--- src/rtl/mem_arb_pkg.sv ---
// Shared types and default constants for the instruction/data memory arbiter.
package mem_arb_pkg;

   // Owner of an in-flight RAM read, used to route the returned word.
   typedef enum logic [1:0] {
      OWN_NONE = 2'd0,
      OWN_I    = 2'd1,
      OWN_D    = 2'd2
   } owner_t;

   // D_PRIO lets the memory stage win ties; I_FORCE guarantees fetch progress.
   typedef enum logic {
      D_PRIO  = 1'b0,
      I_FORCE = 1'b1
   } arb_state_t;

   localparam int DEF_ADDR_W       = 32;
   localparam int DEF_MEM_LAT      = 1;
   localparam int DEF_MAX_D_STREAK = 4;

   // Byte write enables presented to the RAM: only stores write.
   function automatic logic [3:0] store_we(input logic is_store, input logic [3:0] be);
      return is_store ? be : 4'b0000;
   endfunction

endpackage

--- src/rtl/resp_tag_pipe.sv ---
// Delay line carrying the owner of each RAM access so the read word returning
// DEPTH cycles later can be steered to the side that asked for it.
module resp_tag_pipe
   import mem_arb_pkg::*;
#(
   parameter int DEPTH = DEF_MEM_LAT
) (
   input  logic   clk,
   input  logic   clear,
   input  owner_t tag_in,
   output owner_t tag_out
);

   owner_t stage [DEPTH];

   // Shift one tag per cycle; clear drops every in-flight read.
   always_ff @(posedge clk) begin
      if (clear) begin
         for (int i = 0; i < DEPTH; i++) begin
            stage[i] <= OWN_NONE;
         end
      end else begin
         stage[0] <= tag_in;
         for (int i = 1; i < DEPTH; i++) begin
            stage[i] <= stage[i-1];
         end
      end
   end

   assign tag_out = stage[DEPTH-1];

endmodule

--- src/rtl/mem_arbiter.sv ---
// Arbitrates one single-port pipelined RAM between fetch (I) and memory stage (D).
// At most one grant per cycle; the winner drives the RAM combinationally and its
// read response is routed back MEM_LAT cycles later via the owner tag pipe.
module mem_arbiter
   import mem_arb_pkg::*;
#(
   parameter int ADDR_W       = DEF_ADDR_W,
   parameter int MEM_LAT      = DEF_MEM_LAT,
   parameter int MAX_D_STREAK = DEF_MAX_D_STREAK
) (
   input  logic              CLK,
   input  logic              RST,
   input  logic              I_Req,
   input  logic [ADDR_W-1:0] I_Addr,
   output logic              I_Gnt,
   output logic              I_RValid,
   output logic [31:0]       I_RData,
   input  logic              D_Req,
   input  logic              D_We,
   input  logic [3:0]        D_Be,
   input  logic [ADDR_W-1:0] D_Addr,
   input  logic [31:0]       D_WData,
   output logic              D_Gnt,
   output logic              D_RValid,
   output logic [31:0]       D_RData,
   output logic              Stall_F,
   output logic              Stall_M,
   output logic              Mem_En,
   output logic [3:0]        Mem_We,
   output logic [ADDR_W-1:0] Mem_Addr,
   output logic [31:0]       Mem_WData,
   input  logic [31:0]       Mem_RData
);

   localparam int               CNT_W      = $clog2(MAX_D_STREAK + 1);
   localparam logic [CNT_W-1:0] STREAK_MAX = CNT_W'(MAX_D_STREAK);

   arb_state_t       state_q, state_d;
   logic [CNT_W-1:0] streak_q, streak_d;
   logic             i_win, d_win;
   owner_t           tag_in, tag_out;

   // Pick the winner: a sole requester always wins, ties follow the FSM; nothing while in reset.
   always_comb begin
      i_win = 1'b0;
      d_win = 1'b0;
      if (!RST) begin
         if (I_Req && D_Req) begin
            if (state_q == I_FORCE) begin
               i_win = 1'b1;
            end else begin
               d_win = 1'b1;
            end
         end else begin
            i_win = I_Req;
            d_win = D_Req;
         end
      end
   end

   // Count D wins that starve a waiting fetch and force I once the limit is hit.
   always_comb begin
      streak_d = streak_q;
      state_d  = state_q;
      if (i_win || !I_Req) begin
         streak_d = '0;
      end else if (d_win && (streak_q != STREAK_MAX)) begin
         streak_d = streak_q + 1'b1;
      end
      case (state_q)
         D_PRIO: begin
            if (streak_d == STREAK_MAX) begin
               state_d = I_FORCE;
            end
         end
         I_FORCE: begin
            if (i_win) begin
               state_d = D_PRIO;
            end
         end
         default: state_d = D_PRIO;
      endcase
   end

   // Arbitration state register.
   always_ff @(posedge CLK) begin
      if (RST) begin
         state_q  <= D_PRIO;
         streak_q <= '0;
      end else begin
         state_q  <= state_d;
         streak_q <= streak_d;
      end
   end

   // Route the winner onto the RAM port and tag the access for response routing.
   always_comb begin
      Mem_En    = i_win | d_win;
      Mem_We    = 4'b0000;
      Mem_Addr  = '0;
      Mem_WData = '0;
      tag_in    = OWN_NONE;
      if (d_win) begin
         Mem_Addr  = D_Addr;
         Mem_We    = store_we(D_We, D_Be);
         Mem_WData = D_WData;
         tag_in    = D_We ? OWN_NONE : OWN_D;
      end else if (i_win) begin
         Mem_Addr = I_Addr;
         tag_in   = OWN_I;
      end
   end

   resp_tag_pipe #(
      .DEPTH(MEM_LAT)
   ) u_tag_pipe (
      .clk    (CLK),
      .clear  (RST),
      .tag_in (tag_in),
      .tag_out(tag_out)
   );

   assign I_Gnt    = i_win;
   assign D_Gnt    = d_win;
   assign Stall_F  = I_Req & ~i_win & ~RST;
   assign Stall_M  = D_Req & ~d_win & ~RST;
   assign I_RValid = ~RST & (tag_out == OWN_I);
   assign D_RValid = ~RST & (tag_out == OWN_D);
   assign I_RData  = Mem_RData;
   assign D_RData  = Mem_RData;

endmodule

--- config.mk ---
export PLATFORM = sky130hd
export DESIGN_NAME = mem_arbiter
export DESIGN_NICKNAME = d
export VERILOG_FILES = /design/src/rtl/mem_arb_pkg.sv /design/src/rtl/resp_tag_pipe.sv /design/src/rtl/mem_arbiter.sv
export SDC_FILE = /design/constraint.sdc
export NUM_CORES = 1
export LEC_CHECK = 0
export ABC_AREA = 1
export BUFFER_PORTS_ARGS = -buffer_cell sky130_fd_sc_hd__buf_4
export CORE_AREA = 2 2 107 109
export DETAILED_ROUTE_END_ITERATION = 8
export DIE_AREA = 0 0 109 111
export SKIP_LAST_GASP = 1
export SLEW_MARGIN = 25
export SYNTH_ARGS = -nofsm -noshare
export SYNTH_HDL_FRONTEND = slang
export SYNTH_HIERARCHICAL = 1
export SYNTH_SLANG_ARGS = --single-unit
export TNS_END_PERCENT = 100
--- constraint.sdc ---
create_clock -name CLK -period 2.17 [get_ports CLK]
set_input_delay 0.651 -clock CLK [delete_from_list [all_inputs] [get_ports CLK]]
set_output_delay 0.651 -clock CLK [all_outputs]
set_load 0.05 [all_outputs]
# Word level (Yosys, flattened, before mapping)

Memories as Yosys holds them, arrays and structs flattened.
Cells that the tools add are included.

Bits in writable memories: 2
Bits in read-only memories: 0
Bits in registers: 4
Memories kept: 1
Latch bits: 0
Output and inout port bits: 139

Memories:

| name             | words | width | rd ports | clocked after memory_dff | wr ports | line                | text |
|---|---|---|---|---|---|---|---|
| u_tag_pipe.stage | 1     | 2     | 1        | 0                        | 1        | resp_tag_pipe.sv:14 | `owner_t stage [DEPTH];` |

Shift operators: 0
Div/mod/pow operators: 0
Order comparisons: 0
Add/sub/neg operators: 1
Multiplexer cells: 24
Multiply operators: 0
Bitwise operators: 11
Reductions and logical operators: 5
Equality and inequality tests: 4

Operators by type and width:

| cell                  | number |
|---|---|
| $mux W32              | 3 |
| $mux W1               | 13 |
| $mux W4               | 2 |
| $and A1 B1 Y1         | 6 |
| $mux W2               | 3 |
| $mux W3               | 2 |
| $not A1 Y1            | 4 |
| $add A3 B1 Y3 const B | 1 |
| $eq A3 B3 Y1 const B  | 1 |
| $ne A3 B3 Y1 const B  | 1 |
| $eq A2 B1 Y1 const B  | 1 |
| $eq A2 B2 Y1 const B  | 1 |
| $logic_and A1 B1 Y1   | 2 |
| $pmux W1 S2           | 1 |
| $reduce_or A2 Y1      | 1 |
| $logic_not A1 Y1      | 1 |
| $logic_or A1 B1 Y1    | 1 |
| $or A1 B1 Y1          | 1 |

# Longest topological paths before layout

Word-level depth: 9
Depth in mapped cells: 9

# Cells and area by module

Netlist, hierarchy kept.

Modules (own cells, without submodules):

| module        | cells each | instances | area each (um^2) |
|---|---|---|---|
| mem_arbiter   | 231        | 1         | 1468.9 |
| resp_tag_pipe | 6          | 1         | 55.1 |

# Least setup slack after synthesis

OpenSTA, ideal clock, no wires.

Path kind: in2out
Start point: in RST
End point: out Mem_WData[20]
Path slack: -0.380 ns
Cell stages on the path: 6
Arrival: 1.899 ns
Path through: buf_6 -> nor2_8 -> nand2_2 -> buf_6 -> buf_6 -> nor2_1

Cells in the longest elaborated chain, start to end: 2

RTL lines:

| element            | line               | text |
|---|---|---|
| start: declaration | mem_arbiter.sv:12  | `input logic RST,` |
| $mux W1            | mem_arbiter.sv:47  | `if (!RST) begin` |
| $mux W32           | mem_arbiter.sv:103 | `if (d_win) begin` |
| end: declaration   | mem_arbiter.sv:31  | `output logic [31:0] Mem_WData,` |

Every way passes these cells.

# Worst setup path in the final report

Start point: in D_Req
End point: out Mem_Addr[22]

Cells in the longest elaborated chain, start to end: 5

RTL lines:

| element             | line               | text |
|---|---|---|
| start: declaration  | mem_arbiter.sv:18  | `input logic D_Req,` |
| $logic_and A1 B1 Y1 | mem_arbiter.sv:48  | `if (I_Req && D_Req) begin` |
| $mux W1             | mem_arbiter.sv:48  |  |
| $mux W1             | mem_arbiter.sv:47  |  |
| $mux W32            | mem_arbiter.sv:108 | `end else if (i_win) begin` |
| $mux W32 *          | mem_arbiter.sv:103 |  |
| end: declaration    | mem_arbiter.sv:30  | `output logic [ADDR_W-1:0] Mem_Addr,` |

Every way passes the cells marked *; elsewhere a longest branch is shown, timed or not.

==> results.cfg <==
[flow_run]
timing.max_cap.violations = 0

[yosys]
yosysMostFrequentCell = buf_4
synth_async_sr_flop_share = 0
yosysTopAreaCell = buf_4
synth.ff_latch_count = 6
synth_simple_gate_area_share = 0.218
synth.top_cells.by_count = buf_4, nor2_1, inv_1
synth_edf_count = 0
mappedNetlistNets = 376
synth-warning-count = 6
count_of_mapped_cells_out_of_synthesis = 237
muxShareOfSynthArea = 0
synth_largest_type_area_fraction = 0.325
yosys.area_share.xor_xnor = 0.00575
synthFlopType = dfxtp_1
syn_avg_cell_area_um2 = 6.43
ys_seq_area_frac = 0.0788
ys_top_cells_by_area = buf_4, a22o_1, nor2_1
synth_compound_gate_area_share = 0.193
synth_top_family_by_area = buffers and inverters
synth.distinct_cells = 20
yosys.area_share.adder = 0.0164
synth_area_um2 = 1520

[final_layout]
syn2layout_area_growth_pct = 138
drive_gt1_frac = 0.769
final_core_utilization = 0.328
n_fill_cell = 1147
finalInstanceArea_um2 = 3630
layout.nets = 501
antenna-diode-count = 0

[sta]
setup_viol_count_final = 34
final_max_slew_viol_count = 0
slew-limit-headroom = 0.862
fin_ws_ns = -0.0479
finalClockSkew_ns = 0.00189
worst_slew_pin_tran_ns = 0.207
grt_setup_unrepaired = yes
finalCritPeriodShare = 1.02
finalHoldWorstSlack_ns = 0.524
finalWorstPathRequiredPeriod_ns = 2.22
maxClockFrequency_mhz = 451
final_hold_violating_endpoints = 0

[grt]
grt_remaining_overflow = 0
grt_util_all_layers = 0.111
number_of_antenna_violations_at_the_first_check_in_global_routing = 0
grt_first_pass_wirelength_um = 10500
grt_start_max_net_pins = 39
first_global_vias = 1998

[clock_network]
tritoncts = built
clkSlewWorstSetupHoldPaths_ns = 0.03
root_buffer = clkbuf_16
numClockSinks = 6
clk-insertion-delay-late_ns = 0.23
numCtsBuffers = 3
ctsHtreeMaxLevel = 1
max-clock-path-buffers = 2

[critical_path]
crit_path_required_time_ns = 1.52
worst_r2r_src = state_q
crit_path_launch_type = primary input
worstSetupPathType = in2out
cp_max_fo = 12
reg2reg_slack_ns = 0.76
crit-reg2reg-capture = state_q
worstSetupEndpointType = output pin
worst_r2r_path_depth = 10
critical_path.startpoint = D_Req
crit_arrival_ns = 1.57
endpoint = Mem_Addr[22]

[place]
placed_cell_area_um2 = 3060
hpwlAfterDp_um = 5960
place.gp.congestion = 0.825
io_buffers = 179

[pwr]
leakage_nw = 1.88
power_density_nw_per_um2 = 348
vdd.ir_drop.worst_v = 0.000220

[die]
fp.coreArea_um2 = 11100
chipHeight_um = 111
rows = 39
dieWidth_um = 109
floorplan.die_area_um2 = 12100
ioPinCount = 276
initial_core_util = 0.138

[detailed_routing]
detailedRoute.firstIterationViolations = 50
route.detailed.drc = 0
drt_wl_total_um = 7700
final_antenna_net_count = 0
dr.pass1.iters = 4
wire_per_inst_um = 15.3
dr_total_vias = 1946
vias_per_cell = 3.87

[status]
run_status = finished, violations left
violations_in_the_final_reports = setup timing

[hold_path]
worstHoldPathType = reg2reg
==> cells in the final DEF, fill, tap and decap left out, types with 3 or more instances in the layout <==
| cell | synthesis | routed |
|---|---|---|
| buf_16 | 0 | 5 |
| inv_1 | 42 | 41 |
| buf_4 | 66 | 120 |
| a22o_4 | 0 | 30 |
| nor2_4 | 1 | 28 |
| dfxtp_1 | 6 | 6 |
| clkbuf_16 | 0 | 4 |
| buf_8 | 0 | 6 |
| nor2_1 | 45 | 10 |
| buf_12 | 0 | 3 |
| nor2_2 | 0 | 8 |
| nand2_4 | 0 | 3 |
| nand2_1 | 15 | 14 |
| buf_6 | 5 | 60 |
==> power breakdown <==
part | internal (mW) | switching, mW | total [mW] | leakage, nW
sequential | 0.113 | 0.00111 | 0.114 | 0.0486
clock | 0.237 | 0.0641 | 0.301 | 0.0370
combinational | 0.384 | 0.464 | 0.847 | 1.80
==> per-layer routing <==
metal / vias up / track usage / share of wire / wire, um
li1: 917 / - / - / -
met1: 859 / 0.114 / 0.33 / 2540
met2: 146 / 0.212 / 0.52 / 4030
met3: 24 / 0.0223 / 0.12 / 896
met4: 0 / 0.0470 / 0.030 / 232
met5: - / 0 / 0 / 0
==> sequential cells by signal, summed over array words and instances (netlist names) <==
register / flops
streak_q: 3
state_q: 1
u_tag_pipe/stage: 2
==> cell type report <==
type,count,area (um2),share of cell area
Sequential cell,6,120,0.0331
Multi-Input combinational cell,110,1180,0.324
Inverter,46,193,0.0530
Timing Repair Buffer,195,1890,0.520
Clock buffer,3,75.1,0.0207
Tap cell,143,179,0.0493
==> worst max-delay path, cell delays in order <==
cell	delay, ns
buf_8	0.11
inv_8	0.05
nor2_8	0.04
nand2_8	0.09
inv_8	0.06
buf_16	0.15
a22o_4	0.25
buf_8	0.15
==> worst min-delay path by stage <==
| stage | cells past startpoint | from | to | slack [ns] |
|---|---|---|---|---|
| final | 2 | state_q | state_q | 0.52 |
| after global routing | 2 | state_q | state_q | 0.56 |
| after CTS | 2 | state_q | state_q | 0.49 |
| after detailed placement | 2 | state_q | state_q | 0.49 |
| after global placement | 2 | state_q | state_q | 0.49 |
| after floorplan | 2 | state_q | state_q | 0.47 |
==> repair_timing <==
item,4_1_cts,5_1_grt
setup buffers,1,1
gates cloned,4,1
hold buffers,0,0
setup endpoints to repair,69,71
resized for setup,54,44
pin swaps,3,3
==> metrics by stage <==
step	worst slack [ns]	TNS, ns	total power, mW	cells
finish	-0.0479	-1.03	1.26	503
CTS	-0.0683	-2.53	1.24	502
global placement	-0.121	-5.52	0.858	494
detailed placement	-0.131	-6.16	0.859	494
floorplan	-0.355	-2.44	0.885	237
global route	-0.0969	-2.63	1.32	503
==> cell families (layout without fill, tap and decap cells) <==
family / after synthesis / after routing
AO/OA/AOI/OAI: 34 / 34
XOR/XNOR: 1 / 1
adder cells (fa/ha/maj): 2 / 2
buffers and inverters: 121 / 244
flip-flops: 6 / 6
AND/OR/NAND/NOR: 73 / 73
(Power assumes the default switching activity.)
